===== src/rtl/fetch_pkg.sv =====
// Shared PC-select encoding and XLEN-independent constants for the fetch PC unit.
package fetch_pkg;

    typedef enum logic [2:0] {
        TRAP,
        JALR,
        JMP,
        RAS,
        INC
    } pc_sel_t;

    localparam int unsigned INC_FULL = 4;
    localparam int unsigned INC_COMP = 2;

endpackage


===== src/rtl/return_addr_stack.sv =====
// Circular return-address stack: a push when full silently overwrites the oldest entry.
module return_addr_stack #(
    parameter int XLEN  = 32,
    parameter int DEPTH = 4
) (
    input  logic                         clk,
    input  logic                         rst,
    input  logic                         push,
    input  logic                         pop,
    input  logic                         flush,
    input  logic [XLEN-1:0]              data,
    output logic [XLEN-1:0]              top,
    output logic                         empty,
    output logic [$clog2(DEPTH+1)-1:0]   count
);

    localparam int PTR_W = $clog2(DEPTH);
    localparam int CNT_W = $clog2(DEPTH + 1);

    logic [XLEN-1:0]  mem [DEPTH];
    logic [PTR_W-1:0] ptr;

    assign top   = mem[ptr];
    assign empty = (count == '0);

    always_ff @(posedge clk or posedge rst) begin
        if (rst) begin
            ptr   <= '0;
            count <= '0;
        end else if (flush) begin
            count <= '0;
        end else if (push && !pop) begin
            ptr   <= ptr + PTR_W'(1);
            count <= (count == CNT_W'(DEPTH)) ? count : count + CNT_W'(1);
        end else if (pop && !push) begin
            ptr   <= ptr - PTR_W'(1);
            count <= count - CNT_W'(1);
        end
    end

    // NOTE: the entries carry no reset; count alone marks validity, so the array stays plain RAM.
    always_ff @(posedge clk) begin
        if (!flush) begin
            if (push && pop) begin
                mem[ptr] <= data;
            end else if (push) begin
                mem[ptr + PTR_W'(1)] <= data;
            end
        end
    end

endmodule


===== src/rtl/fetch_pc_unit.sv =====
// Fetch program counter with trap/jalr/jump redirects and an optional return-address stack.
// The stack is built only when FETCH_PC_RAS_EN is defined; otherwise call/ret are ignored.
module fetch_pc_unit
    import fetch_pkg::*;
#(
    parameter int              XLEN         = 32,
    parameter logic [XLEN-1:0] RESET_VECTOR = XLEN'(32'h0000_0000),
    parameter int              RAS_DEPTH    = 4
) (
    input  logic            clk,
    input  logic            rst,
    input  logic            stall,
    input  logic            instr_comp,
    input  logic            jmp_enable,
    input  logic [XLEN-1:0] jmp_offset,
    input  logic            jalr_enable,
    input  logic [XLEN-1:0] jalr_target,
    input  logic            trap_enable,
    input  logic [XLEN-1:0] trap_vector,
    input  logic            call,
    input  logic            ret,
    output logic [XLEN-1:0] curr_addr,
    output logic [XLEN-1:0] inc_addr,
    output logic [XLEN-1:0] next_addr,
    output logic            misaligned,
    output logic            ras_empty
);

    pc_sel_t         sel;
    logic [XLEN-1:0] jmp_target;
    logic [XLEN-1:0] jalr_aligned;
    logic [XLEN-1:0] ras_top;
    logic            advance;
    logic            misalign_jmp;
    logic            unused_jalr_lsb;

    assign inc_addr        = curr_addr + (instr_comp ? XLEN'(INC_COMP) : XLEN'(INC_FULL));
    assign jmp_target      = curr_addr + jmp_offset;
    assign jalr_aligned    = {jalr_target[XLEN-1:1], 1'b0};
    assign unused_jalr_lsb = jalr_target[0];
    assign advance         = ~stall & ~trap_enable;

`ifdef FETCH_PC_RAS_EN
    logic                           push;
    logic                           pop;
    logic [$clog2(RAS_DEPTH+1)-1:0] ras_count_unused;

    // Only a taken call pushes its link; a return pops whether or not it wins selection.
    assign push = call & advance & (jmp_enable | jalr_enable);
    assign pop  = ret & advance & ~ras_empty;

    return_addr_stack #(
        .XLEN  (XLEN),
        .DEPTH (RAS_DEPTH)
    ) u_ras (
        .clk   (clk),
        .rst   (rst),
        .push  (push),
        .pop   (pop),
        .flush (trap_enable),
        .data  (inc_addr),
        .top   (ras_top),
        .empty (ras_empty),
        .count (ras_count_unused)
    );
`else
    logic unused_ras_hints;

    assign unused_ras_hints = call ^ ret;
    assign ras_top          = '0;
    assign ras_empty        = 1'b1;
`endif

    // NOTE: default assignment first keeps this purely combinational with no inferred latch.
    always_comb begin
        sel = INC;
        if (trap_enable) begin
            sel = TRAP;
        end else if (jalr_enable) begin
            sel = JALR;
        end else if (jmp_enable) begin
            sel = JMP;
        end else if (ret && !ras_empty) begin
            sel = RAS;
        end
    end

    always_comb begin
        next_addr = inc_addr;
        case (sel)
            TRAP:    next_addr = trap_vector;
            JALR:    next_addr = jalr_aligned;
            JMP:     next_addr = jmp_target;
            RAS:     next_addr = ras_top;
            default: next_addr = inc_addr;
        endcase
    end

    assign misalign_jmp = (sel == JMP) & jmp_target[0];

    // A trap redirects even under stall; an odd jump target leaves the PC where it is.
    always_ff @(posedge clk or posedge rst) begin
        if (rst) begin
            curr_addr  <= RESET_VECTOR;
            misaligned <= 1'b0;
        end else begin
            misaligned <= advance & misalign_jmp;
            if (trap_enable) begin
                curr_addr <= next_addr;
            end else if (!stall && !misalign_jmp) begin
                curr_addr <= next_addr;
            end
        end
    end

endmodule


===== config.mk =====
export PLATFORM = sky130hd
export DESIGN_NAME = fetch_pc_unit
export DESIGN_NICKNAME = d
export VERILOG_FILES = /design/src/rtl/fetch_pkg.sv /design/src/rtl/return_addr_stack.sv /design/src/rtl/fetch_pc_unit.sv
export SDC_FILE = /design/constraint.sdc
export NUM_CORES = 1
export LEC_CHECK = 0
export ABC_AREA = 1
export CORE_ASPECT_RATIO = 0.7
export CORE_MARGIN = 5
export CORE_UTILIZATION = 46
export DETAILED_ROUTE_END_ITERATION = 8
export MAX_ROUTING_LAYER = met4
export PLACE_DENSITY_LB_ADDON = 0.12
export SYNTH_ARGS = -nofsm -noshare
export SYNTH_HDL_FRONTEND = slang
export SYNTH_HIERARCHICAL = 1
export SYNTH_SLANG_ARGS = --single-unit

===== constraint.sdc =====
create_clock -name clk -period 3 [get_ports clk]
set_clock_uncertainty 0.05 [all_clocks]
set_input_delay 0.6 -clock clk [delete_from_list [all_inputs] [get_ports clk]]
set_output_delay 0.6 -clock clk [all_outputs]
set_load 0.005 [all_outputs]

==> impl_metrics.json, run 1 <==
{
  "status": "did not finish",
  "failed_stage": "global routing",
  "error": "[ERROR DPL-0038] Utilization greater than 100%, impossible to legalize",
  "syn_inst": 971,
  "cts.path.max_buffers": 2,
  "die_x_um": 138.8,
  "dp_hpwl_um": 20820,
  "initial_core_util_pct": 47.84,
  "ctsHoldBuffers": 0,
  "placed_area_mm2": 0.008800,
  "synthArstFlopShare_pct": 100.0,
  "synth.avg_cell_area_um2": 5.503,
  "worst-ep-kind": "primary output",
  "synth_edf_count": 0,
  "grt-worst-endpoint": "next_addr[30]",
  "clock_sinks": 33,
  "row_count": 32,
  "synth_area_mm2": 0.005344,
  "port_buffers": 198,
  "cts.htree.levels": 2,
  "cts_made_buffers": 5,
  "place_inst": 1478,
  "die_h_um": 100.2,
  "ys_seq_area_share_pct": 15.45,
  "yosysUniqueCellTypes": 42,
  "ios": 203,
  "grt_max_degree": 34,
  "synth_ff_type": "dfrtp_1",
  "gp_congestion": 1.042,
  "cts_root_buf": "clkbuf_16",
  "yosysWarnings": 6,
  "synth_seq_cells": 33,
  "syn_nets": 1111
}
-- synthesized netlist by cell type, types with 2 or more instances --
cell / n / share of area (%)
nand2_1: 416 / 29
inv_1: 168 / 12
nor2_1: 70 / 4.9
nand3_1: 62 / 5.8
dfrtp_1: 33 / 15
ha_1: 33 / 7.7
a21oi_1: 25 / 2.3
nand4_1: 21 / 2.5
a22o_1: 18 / 3.0
xor2_1: 18 / 3.0
o21ai_0: 14 / 1.3
nand3b_1: 11 / 1.5
buf_2: 10 / 0.94
clkbuf_1: 9 / 0.63
nor3_1: 8 / 0.75
nand3_2: 5 / 0.94
and2_1: 4 / 0.47
xnor2_1: 4 / 0.66
inv_2: 3 / 0.21
nor2_2: 3 / 0.35
nor3_2: 3 / 0.56
o2111ai_1: 3 / 0.49
o21ai_1: 3 / 0.28
or2_2: 3 / 0.35
xnor2_2: 3 / 0.91
buf_4: 2 / 0.28
fa_1: 2 / 0.75
nand2_2: 2 / 0.23
o21bai_1: 2 / 0.28
-- cells by family after synthesis --
family	after synthesis	share of synthesized area [%]
XOR/XNOR	26	4.823
buffers and inverters	192	13.86
adder cells (fa/ha/maj)	35	8.476
AND/OR/NAND/NOR	615	49.08
AO/OA/AOI/OAI	69	8.242
other	1	0.07017
flip-flops	33	15.45
-- what timing repair did --
action                                  in CTS
endpoints found under the setup margin      62
gates cloned                                 0
pin swaps                                  106
endpoints found under the hold margin        0
buffers inserted                            70
resized for setup                          397
-- through the flow --
step	hold WS, ns	worst slack [ns]
after floorplan	0.4867	0.3797
after detailed placement	0.5297	-0.8883
after CTS	0.5499	-0.03145
after global placement	0.5237	-0.8325
==> inputs of run 2 (changes only) <==
- CORE_ASPECT_RATIO: 0.7 -> not set
- CORE_UTILIZATION: 46 -> 40
- MAX_ROUTING_LAYER: met4 -> not set
- PLACE_DENSITY_LB_ADDON: 0.12 -> 0.15
==> run 2 against run 1 <==
  * The flow now finishes, with violations (negative setup slack)
  * Synthesized cell count did not move
  * Area after synthesis unchanged
==> impl_metrics.json, run 2 <==
{
  "status": "finished with violations",
  "violations": "negative setup slack",
  "grt.overflow.total": 0,
  "grt_pass1_vias": 8229,
  "antenna_found_initial": 0,
  "synthArstFlopShare_pct": 100.0,
  "dp_slack_ns": -0.9244,
  "synth_compound_area_share_pct": 8.242,
  "synth_edf_count": 0,
  "setup_violations": 22,
  "hold_viol_final": 0,
  "total_power_mw": 4.766,
  "port_buffers": 198,
  "drt_iter0_markers": 1138,
  "synth_top_area_share_pct": 29.22,
  "antenna_left": 0,
  "grt_usage_pct": 33.89,
  "max-cap-violations": 0,
  "comb_power_share_pct": 76.4,
  "mostFrequentLayoutCell": "nand2_1",
  "cts.path.max_buffers": 2,
  "initial_core_util_pct": 40.51,
  "finalCriticalPeriod_ns": 3.115,
  "tritoncts": "built",
  "final_cell_mix": "nand2_1 (322), buf_4 (232), inv_1 (152)",
  "setup_ws_ns": -0.1147,
  "required_ns": 2.35,
  "switching_power_mw": 2.193,
  "finalSetupTns_ns": -0.8185,
  "regMostFlops": "curr_addr",
  "cts_made_buffers": 5,
  "synth_fa_ha_area_share_pct": 8.476,
  "layout.nets": 1559,
  "crit_type": "flop to output pin",
  "clk_pin_slew_ns": 0.06,
  "cts_root_buf": "clkbuf_16",
  "row_count": 42,
  "synth_seq_cells": 33,
  "worst-endpoint-arrival_ns": 2.46,
  "yosysUniqueCellTypes": 42,
  "insertion_delay_ns": 0.29,
  "final_area_mm2": 0.01109,
  "crit_chain": "buf_6 > inv_2 > fa_2 > inv_2 > nand3_2 > nand3_4 > nand3_2 > nand3_4 > buf_6 > nand2_4 > nand2_1 > nand2_1 > nand3_2 > nand3_2 > buf_6",
  "synth_top_cell_by_area": "nand2_1",
  "fin_crit_sh_pct": 103.8,
  "yosysMostFrequentCell": "nand2_1",
  "ys_top_cells_by_area": "nand2_1 (29%), dfrtp_1 (15%), inv_1 (12%), ha_1 (7.7%), nand3_1 (5.8%)",
  "vias": 9057,
  "crit_family": "simple AND/OR/NAND/NOR gates",
  "die_h_um": 125.6,
  "cpMostUsedCell": "nand3_2",
  "synth_xor_xnor_area_share_pct": 4.823,
  "syn_to_final_growth_pct": 107.5,
  "rsz0062_at_grt": "yes",
  "cts.htree.levels": 2,
  "regArea_um2": 837.1,
  "synthMuxAreaShare_pct": 0,
  "synth_top_family_by_area": "simple AND/OR/NAND/NOR gates",
  "clock_power_share_pct": 10.4,
  "core_mm2": 0.01319,
  "synth-simple-area-share_pct": 49.08,
  "first_pass_iters": 8,
  "cp-start-kind": "flop",
  "maxSlewViolCount": 0,
  "dp_hpwl_um": 19390,
  "swShare_pct": 46.02,
  "yosysWarnings": 6,
  "grt_pass1_wl_um": 42640,
  "multi_input_area_mm2": 0.005369,
  "largest_registers": "curr_addr: 32 flops, misaligned: 1 flops",
  "p_seq_share_pct": 13.2,
  "intPower_mw": 2.573,
  "fill_cells": 740,
  "routedWlPerCell_um": 20.67,
  "ys_seq_area_share_pct": 15.45,
  "postLayoutCoreUtil_pct": 84.06,
  "vias_per_cell": 5.682,
  "clock_sinks": 33,
  "syn_nets": 1111,
  "syn_inst": 971,
  "drive_gt1_share_pct": 44.08,
  "synth.avg_cell_area_um2": 5.503,
  "holdCritPathClass": "flop to flop",
  "setup.worst_path.end_class": "output pin",
  "power_density_mw_per_mm2": 429.8,
  "die_area_mm2": 0.01577,
  "path_buf_inv": 5,
  "placed_area_mm2": 0.008756,
  "grt_max_degree": 34,
  "ios": 203,
  "die_x_um": 125.6,
  "synth_area_mm2": 0.005344,
  "cp_slowest_cell": "dfrtp_2",
  "wirelength_um": 32950,
  "antenna_cells": 0,
  "gp_congestion": 0.9672,
  "drc": 0,
  "slowest_delay_ns": 0.44,
  "cp_max_fo": 4,
  "ir_drop_mv": 0.2257,
  "leakagePower_nw": 5.779,
  "largest_reg_flops": 32,
  "synth_ff_type": "dfrtp_1",
  "synth_common_cells": "nand2_1 (416), inv_1 (168), nor2_1 (70)",
  "clock.fmax_mhz": 321.1
}
## run 2: cell counts after synthesis
No cell type changed its count.
## run 2: per-stage QoR
stage          std cells  hold WS [ns]
2_1_floorplan        971        0.4867
6_report            1594        0.5914
4_1_cts             1564        0.5603
5_1_grt             1594        0.6240
3_3_place_gp        1493        0.5344
3_5_place_dp        1493        0.5447
## run 2: area by class of cell
type | count | area share (%)
multi-input combinational | 746 | 48.42
timing repair buffer | 462 | 35.06
sequential | 33 | 7.549
inverter | 171 | 5.811
tap | 176 | 1.986
clock buffer | 5 | 1.128
clock inverter | 1 | 0.04514
## run 2: path summary, 6_finish.rpt
kind | endpoint | depth (start not counted) | slack (ns) | start
min | curr_addr[31]$_DFFE_PP0P_ | 2 | 0.59 | curr_addr[31]$_DFFE_PP0P_
max reg2reg | curr_addr[29]$_DFFE_PP0P_ | 19 | -0.05 | curr_addr[14]$_DFFE_PP0P_
max in group asynchronous | curr_addr[10]$_DFFE_PP0P_ | 3 | 1.84 | rst
max | next_addr[28] | 15 | -0.11 | curr_addr[1]$_DFFE_PP0P_
min in group asynchronous | curr_addr[27]$_DFFE_PP0P_ | 3 | 0.69 | rst
min reg2reg | curr_addr[31]$_DFFE_PP0P_ | 2 | 0.59 | curr_addr[31]$_DFFE_PP0P_
## run 2: cells by family (layout without fill, tap and decap cells)
logic type      count (synthesis)  count (layout)
flops                          33              33
fa+ha+maj                      35              35
xor+xnor                       26              26
compound gates                 69              69
buf+inv                       192             639
simple gates                  615             615
other cells                     1               1
## run 2: repair_timing
item	4_1_cts	5_1_grt
pin swaps	105	129
gates resized for setup	401	206
hold buffers	0	0
setup endpoints to repair	61	53
cloned	1	0
endpoints found under the hold margin	0	0
buffers inserted	69	37
## run 2: layer usage
layer / share of wire, % / up-vias / track usage (%)
met5: 0 / - / 0
met4: 7.2 / 0 / 14.86
met3: 11 / 244 / 8.188
met2: 46 / 719 / 56.61
met1: 35 / 4185 / 41.44
li1: - / 3909 / -
## run 2: power groups by stage
| stage | registers, mW | logic, mW | clock network (mW) |
|---|---|---|---|
| after CTS | 0.621 | 2.98 | 0.490 |
| after detailed placement | 0.591 | 2.48 | 0 |
| after global placement | 0.587 | 2.46 | 0 |
| after floorplan | 0.633 | 1.02 | 0 |
| final | 0.628 | 3.64 | 0.495 |
| after global routing | 0.629 | 3.82 | 0.515 |
## run 2: worst min-delay path, delay by kind of cell (launching register included)
family / cells / cell delay (ns)
AND/OR/NAND/NOR: 2 / 0.16
flip-flops: 1 / 0.45
(Power assumes the default switching activity.)
